**src/rtl/lcd_pkg.sv**
```systemverilog
// Shared constants, state encoding and byte payload for the LCD screen sequencer.
package lcd_pkg;

  localparam int unsigned CNT_W     = 20;
  localparam int unsigned STEP_W    = 6;
  localparam int unsigned ADDR_W    = 5;
  localparam int unsigned DATA_W    = 8;
  localparam int unsigned BUF_DEPTH = 32;

  localparam logic [DATA_W-1:0] LCD_FUNC_SET = 8'h38;
  localparam logic [DATA_W-1:0] LCD_DISP_ON  = 8'h0C;
  localparam logic [DATA_W-1:0] LCD_CLEAR    = 8'h01;
  localparam logic [DATA_W-1:0] LCD_ENTRY    = 8'h06;
  localparam logic [DATA_W-1:0] LCD_LINE1    = 8'h80;
  localparam logic [DATA_W-1:0] LCD_LINE2    = 8'hC0;
  localparam logic [DATA_W-1:0] LCD_SPACE    = 8'h20;

  localparam logic [STEP_W-1:0] STEP_FIRST     = 6'd0;
  localparam logic [STEP_W-1:0] STEP_CLEAR     = 6'd2;
  localparam logic [STEP_W-1:0] STEP_LINE1     = 6'd4;
  localparam logic [STEP_W-1:0] STEP_LINE1_END = 6'd20;
  localparam logic [STEP_W-1:0] STEP_LINE2     = 6'd21;
  localparam logic [STEP_W-1:0] STEP_LAST      = 6'd37;

  typedef enum logic [2:0] {
    ST_POWERUP,
    ST_LOAD,
    ST_START,
    ST_ACK_LOW,
    ST_ACK_HIGH,
    ST_GAP,
    ST_IDLE
  } seq_state_t;

  typedef struct packed {
    logic              rs;
    logic [DATA_W-1:0] data;
  } lcd_byte_t;

  // Down-counter preload that makes a wait of N cycles last N (minimum 1) cycles.
  function automatic logic [CNT_W-1:0] cnt_load(input int unsigned cycles);
    return (cycles == 0) ? '0 : CNT_W'(cycles - 1);
  endfunction

endpackage

```
**src/rtl/lcd_char_buffer.sv**
```systemverilog
// 32-byte screen image with synchronous write, asynchronous read and a refresh-pending flag.
module lcd_char_buffer
  import lcd_pkg::*;
(
  input  logic              clk,
  input  logic              rst_n,
  input  logic              wr,
  input  logic [ADDR_W-1:0] wr_addr,
  input  logic [DATA_W-1:0] wr_data,
  input  logic [ADDR_W-1:0] rd_addr,
  input  logic              clr_dirty,
  output logic [DATA_W-1:0] rd_data_c,
  output logic              dirty
);

  logic [DATA_W-1:0] mem [BUF_DEPTH];

  always_ff @(posedge clk) begin
    if (!rst_n) begin
      for (int unsigned i = 0; i < BUF_DEPTH; i++) mem[i] <= LCD_SPACE;
    end else if (wr) begin
      mem[wr_addr] <= wr_data;
    end
  end

  // A write in the same cycle as the clear wins, so no update is ever lost.
  always_ff @(posedge clk) begin
    if (!rst_n)         dirty <= 1'b0;
    else if (wr)        dirty <= 1'b1;
    else if (clr_dirty) dirty <= 1'b0;
  end

  assign rd_data_c = mem[rd_addr];

endmodule

```
**src/rtl/lcd_screen_sequencer.sv**
```systemverilog
// Runs the HD44780 init sequence, then streams the 2x16 screen image to the byte writer.
module lcd_screen_sequencer
  import lcd_pkg::*;
#(
  parameter int unsigned POWERUP_CYCLES   = 750000,
  parameter int unsigned CMD_GAP_CYCLES   = 2000,
  parameter int unsigned CLEAR_GAP_CYCLES = 82000
) (
  input  logic              iCLK,
  input  logic              iRST_N,
  input  logic              iWR,
  input  logic [ADDR_W-1:0] iADDR,
  input  logic [DATA_W-1:0] iCHAR,
  output logic              oBusy,
  output logic [DATA_W-1:0] oLCD_DATA,
  output logic              oLCD_RS,
  output logic              oLCD_START,
  input  logic              iLCD_DONE
);

  localparam logic [CNT_W-1:0] PWR_LOAD   = cnt_load(POWERUP_CYCLES);
  localparam logic [CNT_W-1:0] CMD_LOAD   = cnt_load(CMD_GAP_CYCLES);
  localparam logic [CNT_W-1:0] CLEAR_LOAD = cnt_load(CLEAR_GAP_CYCLES);

  seq_state_t        state, state_nxt;
  logic [STEP_W-1:0] step, step_nxt;
  logic [CNT_W-1:0]  cnt, cnt_nxt;
  logic [DATA_W-1:0] data_nxt;
  logic              rs_nxt, start_nxt, busy_nxt;
  logic              clr_dirty_c, dirty;
  logic [ADDR_W-1:0] rd_addr_c;
  logic [DATA_W-1:0] rd_data_c;
  logic [STEP_W-1:0] rd_ofs_c;
  lcd_byte_t         cur_c;

  lcd_char_buffer u_buf (
    .clk       (iCLK),
    .rst_n     (iRST_N),
    .wr        (iWR),
    .wr_addr   (iADDR),
    .wr_data   (iCHAR),
    .rd_addr   (rd_addr_c),
    .clr_dirty (clr_dirty_c),
    .rd_data_c (rd_data_c),
    .dirty     (dirty)
  );

  // Line 1 characters sit at steps 5..20, line 2 at steps 22..37.
  always_comb begin
    rd_ofs_c  = (step <= STEP_LINE1_END) ? STEP_W'(5) : STEP_W'(6);
    rd_addr_c = ADDR_W'(step - rd_ofs_c);
  end

  always_comb begin
    cur_c = '{rs: 1'b1, data: rd_data_c};
    case (step)
      6'd0:       cur_c = '{rs: 1'b0, data: LCD_FUNC_SET};
      6'd1:       cur_c = '{rs: 1'b0, data: LCD_DISP_ON};
      6'd2:       cur_c = '{rs: 1'b0, data: LCD_CLEAR};
      6'd3:       cur_c = '{rs: 1'b0, data: LCD_ENTRY};
      STEP_LINE1: cur_c = '{rs: 1'b0, data: LCD_LINE1};
      STEP_LINE2: cur_c = '{rs: 1'b0, data: LCD_LINE2};
      default:    cur_c = '{rs: 1'b1, data: rd_data_c};
    endcase
  end

  always_ff @(posedge iCLK) begin
    if (!iRST_N) begin
      state      <= ST_POWERUP;
      step       <= STEP_FIRST;
      cnt        <= PWR_LOAD;
      oLCD_DATA  <= '0;
      oLCD_RS    <= 1'b0;
      oLCD_START <= 1'b0;
      oBusy      <= 1'b1;
    end else begin
      state      <= state_nxt;
      step       <= step_nxt;
      cnt        <= cnt_nxt;
      oLCD_DATA  <= data_nxt;
      oLCD_RS    <= rs_nxt;
      oLCD_START <= start_nxt;
      oBusy      <= busy_nxt;
    end
  end

  always_comb begin
    state_nxt   = state;
    step_nxt    = step;
    cnt_nxt     = cnt;
    data_nxt    = oLCD_DATA;
    rs_nxt      = oLCD_RS;
    start_nxt   = oLCD_START;
    clr_dirty_c = 1'b0;

    case (state)
      ST_POWERUP: begin
        if (cnt == '0) begin
          state_nxt = ST_LOAD;
          step_nxt  = STEP_FIRST;
        end else begin
          cnt_nxt = cnt - CNT_W'(1);
        end
      end
      ST_LOAD: begin
        data_nxt  = cur_c.data;
        rs_nxt    = cur_c.rs;
        state_nxt = ST_START;
      end
      ST_START: begin
        start_nxt = 1'b1;
        state_nxt = ST_ACK_LOW;
      end
      ST_ACK_LOW: begin
        if (!iLCD_DONE) state_nxt = ST_ACK_HIGH;
      end
      ST_ACK_HIGH: begin
        if (iLCD_DONE) begin
          start_nxt = 1'b0;
          cnt_nxt   = (step == STEP_CLEAR) ? CLEAR_LOAD : CMD_LOAD;
          state_nxt = ST_GAP;
        end
      end
      ST_GAP: begin
        if (cnt != '0) begin
          cnt_nxt = cnt - CNT_W'(1);
        end else if (step == STEP_LAST) begin
          state_nxt = ST_IDLE;
        end else begin
          step_nxt  = step + STEP_W'(1);
          state_nxt = ST_LOAD;
        end
      end
      ST_IDLE: begin
        if (dirty) begin
          clr_dirty_c = 1'b1;
          step_nxt    = STEP_LINE1;
          state_nxt   = ST_LOAD;
        end
      end
      default: state_nxt = ST_POWERUP;
    endcase

    // Mirrors the buffer's dirty update so busy tracks it without a cycle of lag.
    busy_nxt = (state_nxt != ST_IDLE) | iWR | (dirty & ~clr_dirty_c);
  end

endmodule

```
**config.mk**
```make
export PLATFORM = sky130hd
export DESIGN_NAME = lcd_screen_sequencer
export DESIGN_NICKNAME = d
export VERILOG_FILES = /design/src/rtl/lcd_pkg.sv /design/src/rtl/lcd_char_buffer.sv /design/src/rtl/lcd_screen_sequencer.sv
export SDC_FILE = /design/constraint.sdc
export NUM_CORES = 1
export LEC_CHECK = 0
export BUFFER_PORTS_ARGS = -buffer_cell sky130_fd_sc_hd__buf_2
export CAP_MARGIN = 10
export CORE_AREA = 4 4 152 154
export CTS_BUF_LIST = sky130_fd_sc_hd__clkbuf_16
export DETAILED_ROUTE_END_ITERATION = 8
export DIE_AREA = 0 0 156 158
export PLACE_DENSITY = 0.88
export SYNTH_ARGS = -nofsm -noshare
export SYNTH_HDL_FRONTEND = slang
export SYNTH_HIERARCHICAL = 1
export SYNTH_SLANG_ARGS = --single-unit
```
**constraint.sdc**
```tcl
create_clock -name iCLK -period 6.25 [get_ports iCLK]
set_input_delay 0.625 -clock iCLK [delete_from_list [all_inputs] [get_ports iCLK]]
set_output_delay 0.625 -clock iCLK [all_outputs]
set_load 0.01 [all_outputs]
```
======== Word-level counts from Yosys, hierarchy flattened ========
Memory sizes are Yosys's and may differ from the RTL's.
Index checks and enable logic that the tools add are counted.
storage, ports and cells
  output and inout port bits .............. 11
  memories ................................ 1
  memory bits (writable) .................. 256
  register bits ........................... 41
  logic and storage cells ................. 81
memory list
  memory     depth  width  rd ports  clocked after Yosys merged registers in  write ports  RTL line               RTL
  u_buf.mem  32     8      1         0                                        32           lcd_char_buffer.sv:16  logic [DATA_W-1:0] mem [BUF_DEPTH];
cells by class
  bitwise gates (word level) .............. 4
  eq/ne operators ......................... 20
  add/sub/neg operators ................... 3
  magnitude comparators ................... 1
  mux-type cells .......................... 32
  reductions and logical operators ........ 12
operators with widths
  operator                                                                number
  20-bit two-way mux                                                      3
  20-bit case mux with 3 select lines                                     1
  9-bit case mux with 6 select lines                                      1
  6-bit two-way mux                                                       4
  3-bit case mux with 7 select lines                                      1
  20-bit zero test                                                        1
  20-bit nonzero test                                                     1
  20-bit by 1-bit subtractor with 20-bit output (second input constant)   1
  3-bit two-way mux                                                       6
  6-bit case mux with 3 select lines                                      1
  17-bit two-way mux                                                      1
  6-bit by 2-bit == test with 1-bit output (second input constant)        2
  2-bit != test (second input constant)                                   6
  1-bit two-way mux                                                       10
  3-bit == test (second input constant)                                   3
  8-bit two-way mux                                                       1
  8-bit OR reduction                                                      1
  6-bit by 1-bit adder with 6-bit output (second input constant)          1
  3-bit by 2-bit == test with 1-bit output (second input constant)        2
  6-bit by 1-bit == test with 1-bit output (second input constant)        1
  6-bit by 3-bit == test with 1-bit output (second input constant)        1
  6-bit by 5-bit == test with 1-bit output (second input constant)        1
  6-bit == test (second input constant)                                   1
  6-bit by 5-bit <= comparator with 1-bit output (second input constant)  1
  17 further kinds                                                        20

======== Longest topological paths before layout ========
  word-level depth ........................ 7
  gate-level depth with buffers ........... 15
  mapped depth without buffers ............ 13

======== Cells and area by module ========
The synthesis kept the hierarchy.
by module, submodules not included
  module                times used  area an instance (um2)  seq. area each (um2)  cells each
  lcd_char_buffer       1           11,857.6                7,707.4               742
  lcd_screen_sequencer  1           2,489.9                 800.8                 315

======== Least setup slack after synthesis ========
Ideal clock, no wire load.
  path kind ............................... register to register
  from .................................... register step[1]
  to ...................................... register oLCD_DATA[6]
  cell stages (with the launch flop) ...... 16
  setup slack ............................. 2.186 ns
  setup time .............................. 0.125 ns
  buffers on the path ..................... 2
  data arrival time ....................... 3.939 ns
  path through ............................ dfxtp_1 -> inv_1 -> ha_1 -> o21ai_0 -> nand2_1 -> and2_1 -> ha_1 -> fa_1 -> xnor2_1 -> clkbuf_1 -> buf_1 -> mux4_2 -> mux4_2 -> mux2_2 -> a222oi_1 -> nor2b_1
on the way
  longest elaborated chain between the ends .. 5
RTL lines
  element                                         RTL line                    RTL
  from (decl)                                     lcd_screen_sequencer.sv:26  logic [STEP_W-1:0] step, step_nxt;
  from (signal assigned)                          lcd_screen_sequencer.sv:78  step <= step_nxt;
  6-bit by 5-bit <= comparator with 1-bit output  lcd_screen_sequencer.sv:50  rd_ofs_c = (step <= STEP_LINE1_END) ? STEP_W'(5) : STEP_W'(6);
  2-bit two-way mux                               lcd_screen_sequencer.sv:50
  5-bit by 3-bit subtractor with 5-bit output *   lcd_screen_sequencer.sv:51  rd_addr_c = ADDR_W'(step - rd_ofs_c);
  net rd_addr_c[2]                                lcd_screen_sequencer.sv:31  logic [ADDR_W-1:0] rd_addr_c;
  memory read 32 x 8 bit *                        --
  net rd_data_c[6]                                lcd_screen_sequencer.sv:32  logic [DATA_W-1:0] rd_data_c;
  9-bit case mux with 6 select lines *            lcd_screen_sequencer.sv:56  case (step)
  to (signal assigned)                            lcd_screen_sequencer.sv:80  oLCD_DATA <= data_nxt;
  to (decl)                                       lcd_screen_sequencer.sv:15  output logic [DATA_W-1:0] oLCD_DATA,
The timed path passes the listed nets; every way through them passes the cells marked *.
A chain may end at the register's enable or synchronous reset.

======== Worst setup path after layout ========
  from .................................... register step[2]
  to ...................................... register oLCD_DATA[3]
on the way
  longest elaborated chain between the ends .. 5
RTL lines
  element                                         RTL line
  6-bit by 5-bit <= comparator with 1-bit output  lcd_screen_sequencer.sv:50
  2-bit two-way mux                               lcd_screen_sequencer.sv:50
  5-bit by 3-bit subtractor with 5-bit output     lcd_screen_sequencer.sv:51
  net rd_addr_c[1]                                lcd_screen_sequencer.sv:31
  memory read 32 x 8 bit                          --
  net rd_data_c[3]                                lcd_screen_sequencer.sv:32
  9-bit case mux with 6 select lines              lcd_screen_sequencer.sv:56
The timed path passes the listed nets, and every way through them passes these cells.

==> impl_metrics.json <==
{
  "status": "complete, no violations",
  "p_sw_w": 0.000922,
  "die_area_mm2": 0.0246,
  "gp_congestion": 0.841,
  "drt-total-wl_mm": 34.1,
  "h-tree-depth": 1,
  "grt_max_degree": 67,
  "critPathLaunchType": "flip-flop",
  "root_buffer": "clkbuf_16",
  "ys_ff_latch": 297,
  "yosys_warnings": 6,
  "period_share_pct": 78.4,
  "path_class": "flip-flop to flip-flop",
  "fmax_mhz": 204,
  "die_y_um": 158,
  "finalHoldViolations": 0,
  "cts_tree": "done",
  "area_growth_syn_to_layout_pct": 9.35,
  "ys_seq_area_share_pct": 59.3,
  "hold_path.class": "input pin to flip-flop",
  "rsz0062_at_grt": "no",
  "yosys_most_used_dff": "edfxtp_1",
  "track_usage_pct": 28.3,
  "switching_share_pct": 22.0,
  "power_frac_seq_pct": 54.7,
  "power_density_mw_per_mm2": 267,
  "endpoint_kind": "flip-flop",
  "synth.avg_cell_area_um2": 13.6,
  "clock-sinks": 297,
  "grt_pass1_vias": 9061,
  "synth-edff-count": 256,
  "cts_made_buffers": 31,
  "critPathMaxFanout": 34,
  "report.final.slew_viol_count": 0,
  "start_util_pct": 66.2,
  "core_area_mm2": 0.0217,
  "rows": 54,
  "finalCriticalPeriod_ps": 4900,
  "skew_ps": 9.76,
  "grt_pass1_wl_mm": 53.6,
  "leakagePower_nw": 5.44,
  "cts_setup_buffers": 0,
  "drive_gt1_share_pct": 18.6,
  "first_iter_violations": 1651,
  "synth_nets": 1082,
  "fin_nets": 1094,
  "postSynth.asyncResetShare_pct": 0,
  "slew_headroom_pct": 12.9,
  "synth_area_leaders": "edfxtp_1 (54%), mux4_2 (13%), and2_1 (10%)",
  "syn_inst": 1057,
  "wl_per_cell_um": 24.8,
  "clk_latency_ps": 570,
  "power.internal_w": 0.00327,
  "drcViolationCount": 0,
  "post_dp_cell_area_mm2": 0.0147,
  "ir_drop_mv": 0.209,
  "clk_pin_slew_ps": 60,
  "portBuffers": 27,
  "synth_top_area_share_pct": 53.6,
  "drt_pre_antenna_iters": 6,
  "combPwrFrac_pct": 4.6,
  "cts.path.max_buffers": 3,
  "synth_top_cell_by_area": "edfxtp_1",
  "antenna_found_initial": 0,
  "critPathRequiredTime_ps": 6690,
  "post_cts_hold_buffer_count": 0,
  "holdPathStages": 2,
  "ioPinCount": 28,
  "arrival_ps": 5340,
  "reg2reg_depth": 13,
  "final-setup-viol-count": 0,
  "die_w_um": 156,
  "hpwl_mm": 22.4,
  "power_frac_clock_pct": 40.7,
  "worst_pin_slew_ps": 1290,
  "viasPerCell": 6.77,
  "grt-ovfl-total": 0,
  "ant_nets": 0,
  "synth_area_mm2": 0.0143,
  "maxCapViolations": 0,
  "fin_tns_setup_ps": 0,
  "final_area_mm2": 0.0157,
  "dr_total_vias": 9311,
  "cts_resized": 0,
  "yosysUniqueCellTypes": 66
}
==> layout make-up <==
class | instances | area (µm²)
antenna | 1 | 2.50
clock buffer | 31 | 776
clock inverter | 27 | 168
fill | 1309 | 6000
inverter | 15 | 58.8
multi-input combinational | 666 | 5460
sequential | 297 | 8510
tap | 280 | 350
timing repair buffer | 58 | 365
==> cells in the final DEF (no fill, tap or decap), types with 4 or more instances in the layout <==
master,count
mux4_2,80
nand2_1,30
nor2b_1,13
dfxtp_1,41
o211ai_1,6
nand2b_1,5
nand3_1,8
and3_1,8
mux2_2,8
nor3_1,9
nand4_1,7
nor2_1,57
o31ai_1,4
clkbuf_16,31
buf_2,33
buf_4,21
or3_1,38
and2_1,229
o21a_1,5
o21ai_1,11
xnor2_1,12
nor4_1,6
a21oi_1,20
inv_1,21
edfxtp_1,256
a221oi_1,6
clkinv_2,8
o21ai_0,44
ha_1,7
clkinv_1,7
==> metal layers <==
metal	up-vias	global-route usage (%)	part of all wire, %
li1	3969	-	-
met2	608	46.3	49
met4	0	7.75	3.1
met5	-	0	0
met1	4640	39.9	38
met3	94	5.30	10
==> Yosys cell counts (all sizes together), types with 15 or more instances <==
master and n:
and2 230, mux4 80, o21ai 56, inv 15, nand2 30, or3 38, dfxtp 41, nor2 58
edfxtp 256, clkbuf 63, buf 16, a21oi 20
==> worst max-delay path, cell delays in order (launching register included) <==
cell	delay, ps
dfxtp_1	620
inv_1	160
o21ai_0	190
nand2_1	60
and2_1	200
ha_1	220
fa_1	510
inv_4	510
buf_12	340
mux4_2	590
mux4_2	530
mux2_2	300
a221oi_1	400
nor2b_1	100
==> stage by stage <==
stage / util, % / std cells / hold slack (ps) / power, W / setup slack, ps
floorplan: - / 1057 / 482 / 0.00243 / 2190
global placement: 67.7 / 1306 / 465 / 0.00250 / 1640
detailed placement: 67.7 / 1307 / 503 / 0.00251 / 1400
CTS: 72.1 / 1365 / 431 / 0.00420 / 1390
global route: 72.3 / 1374 / 490 / 0.00432 / 1070
finish: 72.3 / 1375 / 463 / 0.00419 / 1350
==> logic make-up after synthesis <==
| logic type | share of synthesized area [%] |
|---|---|
| buffers and inverters | 2.69 |
| adder cells (fa/ha/maj) | 0.750 |
| AO/OA/AOI/OAI | 5.29 |
| multiplexers | 13.4 |
| flip-flops | 59.3 |
| AND/OR/NAND/NOR | 17.8 |
| XOR/XNOR | 0.794 |
==> flip-flops by register name, indices dropped and copies added, names as in the netlist <==
signal / cells
cnt: 20
oBusy: 1
oLCD_DATA: 8
oLCD_RS: 1
oLCD_START: 1
state: 3
step: 6
u_buf/dirty: 1
u_buf/mem: 256
==> final timing paths <==
check / start / end / slack [ps]
min: iWR / u_buf/dirty$_SDFFE_PN0P_ / 460
max: step[2]$_SDFFE_PN0P_ / oLCD_DATA[3]$_SDFFE_PN0P_ / 1350
min reg2reg: oLCD_START$_SDFFE_PN0P_ / oLCD_START$_SDFFE_PN0P_ / 510
max reg2reg: step[2]$_SDFFE_PN0P_ / oLCD_DATA[3]$_SDFFE_PN0P_ / 1350
==> power groups by stage <==
stage                     logic, W  clock network [W]  registers (W)
after global routing      0.000206            0.00182        0.00229
after floorplan           0.000123                  0        0.00230
after detailed placement  0.000185                  0        0.00233
after global placement    0.000175                  0        0.00232
final                     0.000194            0.00171        0.00229
after CTS                 0.000187            0.00173        0.00229
Note: power is estimated with default switching activity, not from simulation.
